==> config.mk <==
export PLATFORM = sky130hd
export DESIGN_NAME = mem_bank_2rw_arb
export DESIGN_NICKNAME = d
export VERILOG_FILES = /design/src/rtl/mem_bank_arb_pkg.sv /design/src/rtl/mem_bank_rr_pick.sv /design/src/rtl/mem_bank_2rw_arb.sv
export SDC_FILE = /design/constraint.sdc
export NUM_CORES = 1
export LEC_CHECK = 0
export BUFFER_PORTS_ARGS = -buffer_cell sky130_fd_sc_hd__buf_2
export CORE_AREA = 10 10 304 306
export CTS_BUF_LIST = sky130_fd_sc_hd__clkbuf_16
export DETAILED_ROUTE_END_ITERATION = 7
export DIE_AREA = 0 0 314 316
export SETUP_SLACK_MARGIN = 0.2
export SLEW_MARGIN = 20
export SYNTH_ARGS = -nofsm -noshare
export SYNTH_HDL_FRONTEND = slang
export SYNTH_SLANG_ARGS = --single-unit
==> constraint.sdc <==
create_clock -name clk -period 21.5 [get_ports clk]
set_clock_uncertainty 0.05 [all_clocks]
set_input_delay 3.225 -clock clk [delete_from_list [all_inputs] [get_ports clk]]
set_output_delay 3.225 -clock clk [all_outputs]
set_load 0.05 [all_outputs]
==> src/rtl/mem_bank_arb_pkg.sv <==
// Shared types and helpers for the two-port memory bank arbiter.
// Port-select encoding and pointer sizing live here.
package mem_bank_arb_pkg;

    typedef enum logic [1:0] {
        PORT_NONE = 2'd0,
        PORT_RW0  = 2'd1,
        PORT_RW1  = 2'd2
    } port_sel_e;

    function automatic int ptr_width(input int n);
        return (n < 2) ? 1 : $clog2(n);
    endfunction

endpackage

==> src/rtl/mem_bank_rr_pick.sv <==
// Rotate-priority picker: first set bit of valid at or after start,
// wrapping modulo N.
module mem_bank_rr_pick #(
    parameter int N  = 4,
    parameter int PW = 2
) (
    input  logic [N-1:0]  valid,
    input  logic [PW-1:0] start,
    output logic          found,
    output logic [PW-1:0] idx
);

    logic [N-1:0] rot;
    logic [PW:0]  pos;
    logic [PW:0]  sum;

    always_comb begin
        rot = N'({valid, valid} >> start);
        pos = '0;
        for (int k = N - 1; k >= 0; k--) begin
            if (rot[k]) pos = (PW+1)'(k);
        end
        sum = pos + {1'b0, start};
        if (sum >= (PW+1)'(N)) sum = sum - (PW+1)'(N);
        found = |valid;
        idx   = sum[PW-1:0];
    end

endmodule

==> src/rtl/mem_bank_2rw_arb.sv <==
// Round-robin arbiter mapping up to two requesters per cycle onto the
// two read/write ports of a register bank, with one-cycle responses.
module mem_bank_2rw_arb
    import mem_bank_arb_pkg::*;
#(
    parameter int NUM_REQ   = 4,
    parameter int REG_DEPTH = 4,
    parameter int REG_WIDTH = 64,
    localparam int AW = $clog2(REG_DEPTH)
) (
    input  logic                         clk,
    input  logic                         rst_n,
    input  logic [NUM_REQ-1:0]           req_valid,
    input  logic [NUM_REQ-1:0]           req_wmode,
    input  logic [NUM_REQ*AW-1:0]        req_addr,
    input  logic [NUM_REQ*REG_WIDTH-1:0] req_wdata,
    output logic [NUM_REQ-1:0]           req_ready,
    output logic [NUM_REQ-1:0]           rsp_valid,
    output logic [NUM_REQ*REG_WIDTH-1:0] rsp_rdata,
    output logic                         RW0_wmode,
    output logic [AW-1:0]                RW0_addr,
    output logic [REG_WIDTH-1:0]         RW0_wdata,
    input  logic [REG_WIDTH-1:0]         RW0_rdata,
    output logic                         RW1_wmode,
    output logic [AW-1:0]                RW1_addr,
    output logic [REG_WIDTH-1:0]         RW1_wdata,
    input  logic [REG_WIDTH-1:0]         RW1_rdata
);

    localparam int PW = ptr_width(NUM_REQ);

    logic [PW-1:0]        rr_ptr;
    logic [PW-1:0]        g0;
    logic [PW-1:0]        g1;
    logic [PW-1:0]        last;
    logic                 g0_found;
    logic                 g1_found;
    logic                 g1_clash;
    logic                 use0;
    logic                 use1;
    logic [NUM_REQ-1:0]   rest_valid;
    logic [NUM_REQ-1:0]   rsp_q;
    logic [AW-1:0]        addr_a  [NUM_REQ];
    logic [REG_WIDTH-1:0] wdata_a [NUM_REQ];
    logic [REG_WIDTH-1:0] rdata_q [NUM_REQ];
    port_sel_e            sel     [NUM_REQ];

    for (genvar i = 0; i < NUM_REQ; i++) begin : g_unpack
        assign addr_a[i]  = req_addr[i*AW +: AW];
        assign wdata_a[i] = req_wdata[i*REG_WIDTH +: REG_WIDTH];
        assign rsp_rdata[i*REG_WIDTH +: REG_WIDTH] = rdata_q[i];
    end

    mem_bank_rr_pick #(.N(NUM_REQ), .PW(PW)) u_pick0 (
        .valid (req_valid),
        .start (rr_ptr),
        .found (g0_found),
        .idx   (g0)
    );

    assign rest_valid = req_valid & ~(NUM_REQ'(1) << g0);

    mem_bank_rr_pick #(.N(NUM_REQ), .PW(PW)) u_pick1 (
        .valid (rest_valid),
        .start (g0),
        .found (g1_found),
        .idx   (g1)
    );

    always_comb begin
        // A write on either side makes a shared address unsafe for one cycle
        g1_clash = (addr_a[g1] == addr_a[g0]) &&
                   (req_wmode[g0] || req_wmode[g1]);
        use0 = rst_n && g0_found;
        use1 = use0 && g1_found && !g1_clash;
        last = use1 ? g1 : g0;

        RW0_wmode = use0 && req_wmode[g0];
        RW0_addr  = use0 ? addr_a[g0]  : '0;
        RW0_wdata = use0 ? wdata_a[g0] : '0;
        RW1_wmode = use1 && req_wmode[g1];
        RW1_addr  = use1 ? addr_a[g1]  : '0;
        RW1_wdata = use1 ? wdata_a[g1] : '0;

        for (int i = 0; i < NUM_REQ; i++) begin
            sel[i] = PORT_NONE;
            if (use0 && g0 == PW'(i)) sel[i] = PORT_RW0;
            else if (use1 && g1 == PW'(i)) sel[i] = PORT_RW1;
            req_ready[i] = (sel[i] != PORT_NONE);
        end
    end

    always_ff @(posedge clk) begin
        if (!rst_n) begin
            rr_ptr <= '0;
            rsp_q  <= '0;
            for (int i = 0; i < NUM_REQ; i++) rdata_q[i] <= '0;
        end else begin
            rsp_q <= req_ready;
            if (use0) begin
                rr_ptr <= (last == PW'(NUM_REQ - 1)) ? '0 : last + 1'b1;
            end
            for (int i = 0; i < NUM_REQ; i++) begin
                case (sel[i])
                    PORT_RW0: rdata_q[i] <= RW0_rdata;
                    PORT_RW1: rdata_q[i] <= RW1_rdata;
                    default:  rdata_q[i] <= rdata_q[i];
                endcase
            end
        end
    end

    // A response owed across a reset edge is suppressed immediately
    assign rsp_valid = rsp_q & {NUM_REQ{rst_n}};

endmodule

==> out/results.txt <==
actual slew at the worst max-slew pin: 1030 ps
Worst Path Required: 18230 ps
RSZ-0062 raised after global routing: false
Synth warnings: 0
vias post-DR: 13400
DRC Markers: 0
grt total ovfl: 0
synthesized flop and latch total: 262
IO Port Bufs: 799
DRT Pass-1 Iters: 4
EDFF count, synth: 256
clk_lat worst skew: 580 ps
Min-Delay Path Class: reg -> reg
CP Data Arrival Time: 9440 ps
Final Cycle Share: 59.1%
Cells after DPL: 2929
Die Area: 99200 um2
Post-Syn Instances: 1051
syn_nets: 1455
synthesized area: 15900 um2
Final Max Slew Viols: 0
finished layout cell area: 22200 um2
Max stage delay cell, worst path: buf_4
die height: 316 um
all-layer global routing usage: 15.8%
Vias/cell: 4.46
Initial DRC Count: 1041
Max Clk Rate: 78.6 MHz
CTS Buf Count: 30
wire per inst: 27.9 um
nets: 2210
first-pass GRT wire length: 114000 um
sequential area share after synthesis: 49.0%
postcts setup bufs: 0
CP peak stage delay: 800 ps
Yosys cell types: 50
Ports: 800
CTS tree: yes
area grow syn2layout: 39.4%
pin count of the biggest net entering global routing: 70
Final setup viols: 0
placed cell areas: 21200 um2
CTS resizes: 0
commonest cells after routing, fill and taps aside: buf_2, edfxtp_1, and2_1
Worst-path clk slew: 60 ps
Post-synth top flop: edfxtp_1
Worst setup EP type: output port
synthesized area per cell: 15.2 um2
post-route ant nets: 0
CTS Sinks: 262
commonest non-fill, non-tap cell in the layout: buf_2
status: finished clean
Placer Congestion: 0.920
fin cells: 3004
CORE AREA: 86200 um2
Die W: 314 um
crit path time final: 12720 ps
Final TNS setup: 0 ps
startpoint types: primary input
Starting Density: 18.5%
vias in the first global route: 14100
Fillers: 9229
DPL Wire Length: 67500 um
crit path cell chain: buf_2 > nor2b_1 > a221o_1 > nand2_1 > nand3_1 > ha_4 > xor2_1 > xnor2_2 > buf_4 > a21boi_0 > o221ai_1 > o31ai_1 > ha_4 > mux4_2 > xor2_1 > o31a_2 > buf_4 > and2_1 > buf_2
row cnt: 108
critical path class: in -> out
clock root buffer: clkbuf_16
Hold Fails Final Rpt: 0
share of cells above drive strength 1: 55.9%
CTS Hold Bufs: 0
ys async rst share: 0%
final wirelength: 83700 um
H-tree levels: 1
Slew Limit Headroom: 31.2%
MaxCap Viol Count: 0
antenna violations before repair: 53
crit path max fanout: 66
CTS Buffer Depth: 3
-- area by class of cell --
type / instances / area, um2 / area share (%)
timing repair buffer: 819 / 4150 / 18.7
sequential: 262 / 7810 / 35.2
tap: 1155 / 1450 / 6.51
clock buffer: 30 / 751 / 3.38
multi-input combinational: 688 / 7740 / 34.9
clock inverter: 25 / 243 / 1.09
antenna: 20 / 50.0 / 0.225
inverter: 5 / 18.8 / 0.0845
-- layer usage --
layer	GRT usage (%)	part of all wire, %
met1	18.4	38
met2	28.3	51
met3	4.67	9.1
met4	3.73	2.1
met5	0	0.079
-- sequential cells by signal, indices dropped and copies added, names as in the netlist --
signal   count
rdata_q    256
rr_ptr       2
rsp_q        4
-- stage by stage --
stage               hold WS [ps]  util [%]  setup WS (ps)
floorplan                    677         -           9410
global placement             715      24.5           8890
detailed placement           713      24.5           8780
CTS                          721      25.7           8760
global route                 798      25.7           8420
finish                       721      25.8           8780
-- worst max-delay path, delay by kind of cell --
| kind | cells | cell delay, ps |
|---|---|---|
| AO/OA/AOI/OAI | 5 | 1250 |
| XOR/XNOR | 3 | 1040 |
| adder cells (fa/ha/maj) | 2 | 890 |
| buffers and inverters | 4 | 1780 |
| multiplexers | 1 | 600 |
| AND/OR/NAND/NOR | 4 | 540 |
-- logic make-up (layout without fill, tap and decap cells) --
family	Yosys count	after routing	share of synthesized area, %
AND/OR/NAND/NOR	258	258	9.93
AO/OA/AOI/OAI	92	92	4.82
adder cells (fa/ha/maj)	2	2	0.157
XOR/XNOR	9	9	0.542
other	0	20	0
buffers and inverters	101	879	2.95
multiplexers	327	327	32.6
flip-flops	262	262	49.0
-- synth_stat cells, drive strengths merged, types with 6 or more instances --
| cell type | n | area share (%) |
|---|---|---|
| nand2 | 12 | 0.28 |
| buf | 35 | 1.4 |
| and2 | 203 | 8.0 |
| mux2 | 193 | 14 |
| nand3 | 6 | 0.19 |
| a22o | 64 | 3.5 |
| dfxtp | 6 | 0.75 |
| clkbuf | 61 | 1.4 |
| xnor2 | 6 | 0.38 |
| mux4 | 134 | 19 |
| edfxtp | 256 | 48 |
| nor2 | 12 | 0.30 |
-- path summary, 6_finish.rpt --
kind | to | slack [ps] | depth (start not counted) | startpoint
worst min-delay path | rr_ptr[0]$_SDFFE_PN0P_ | 720 | 2 | rr_ptr[0]$_SDFFE_PN0P_
worst max register to register | rdata_q[0][48]$_SDFFCE_PN0P_ | 13810 | 19 | rr_ptr[0]$_SDFFE_PN0P_
worst max-delay path | RW1_wdata[14] | 8780 | 19 | req_valid[2]
worst min register to register | rr_ptr[0]$_SDFFE_PN0P_ | 720 | 2 | rr_ptr[0]$_SDFFE_PN0P_
Power is left out: the tool's default activity adds up to more than one toggle a clock period on the data nets, which glitch-free logic cannot reach.
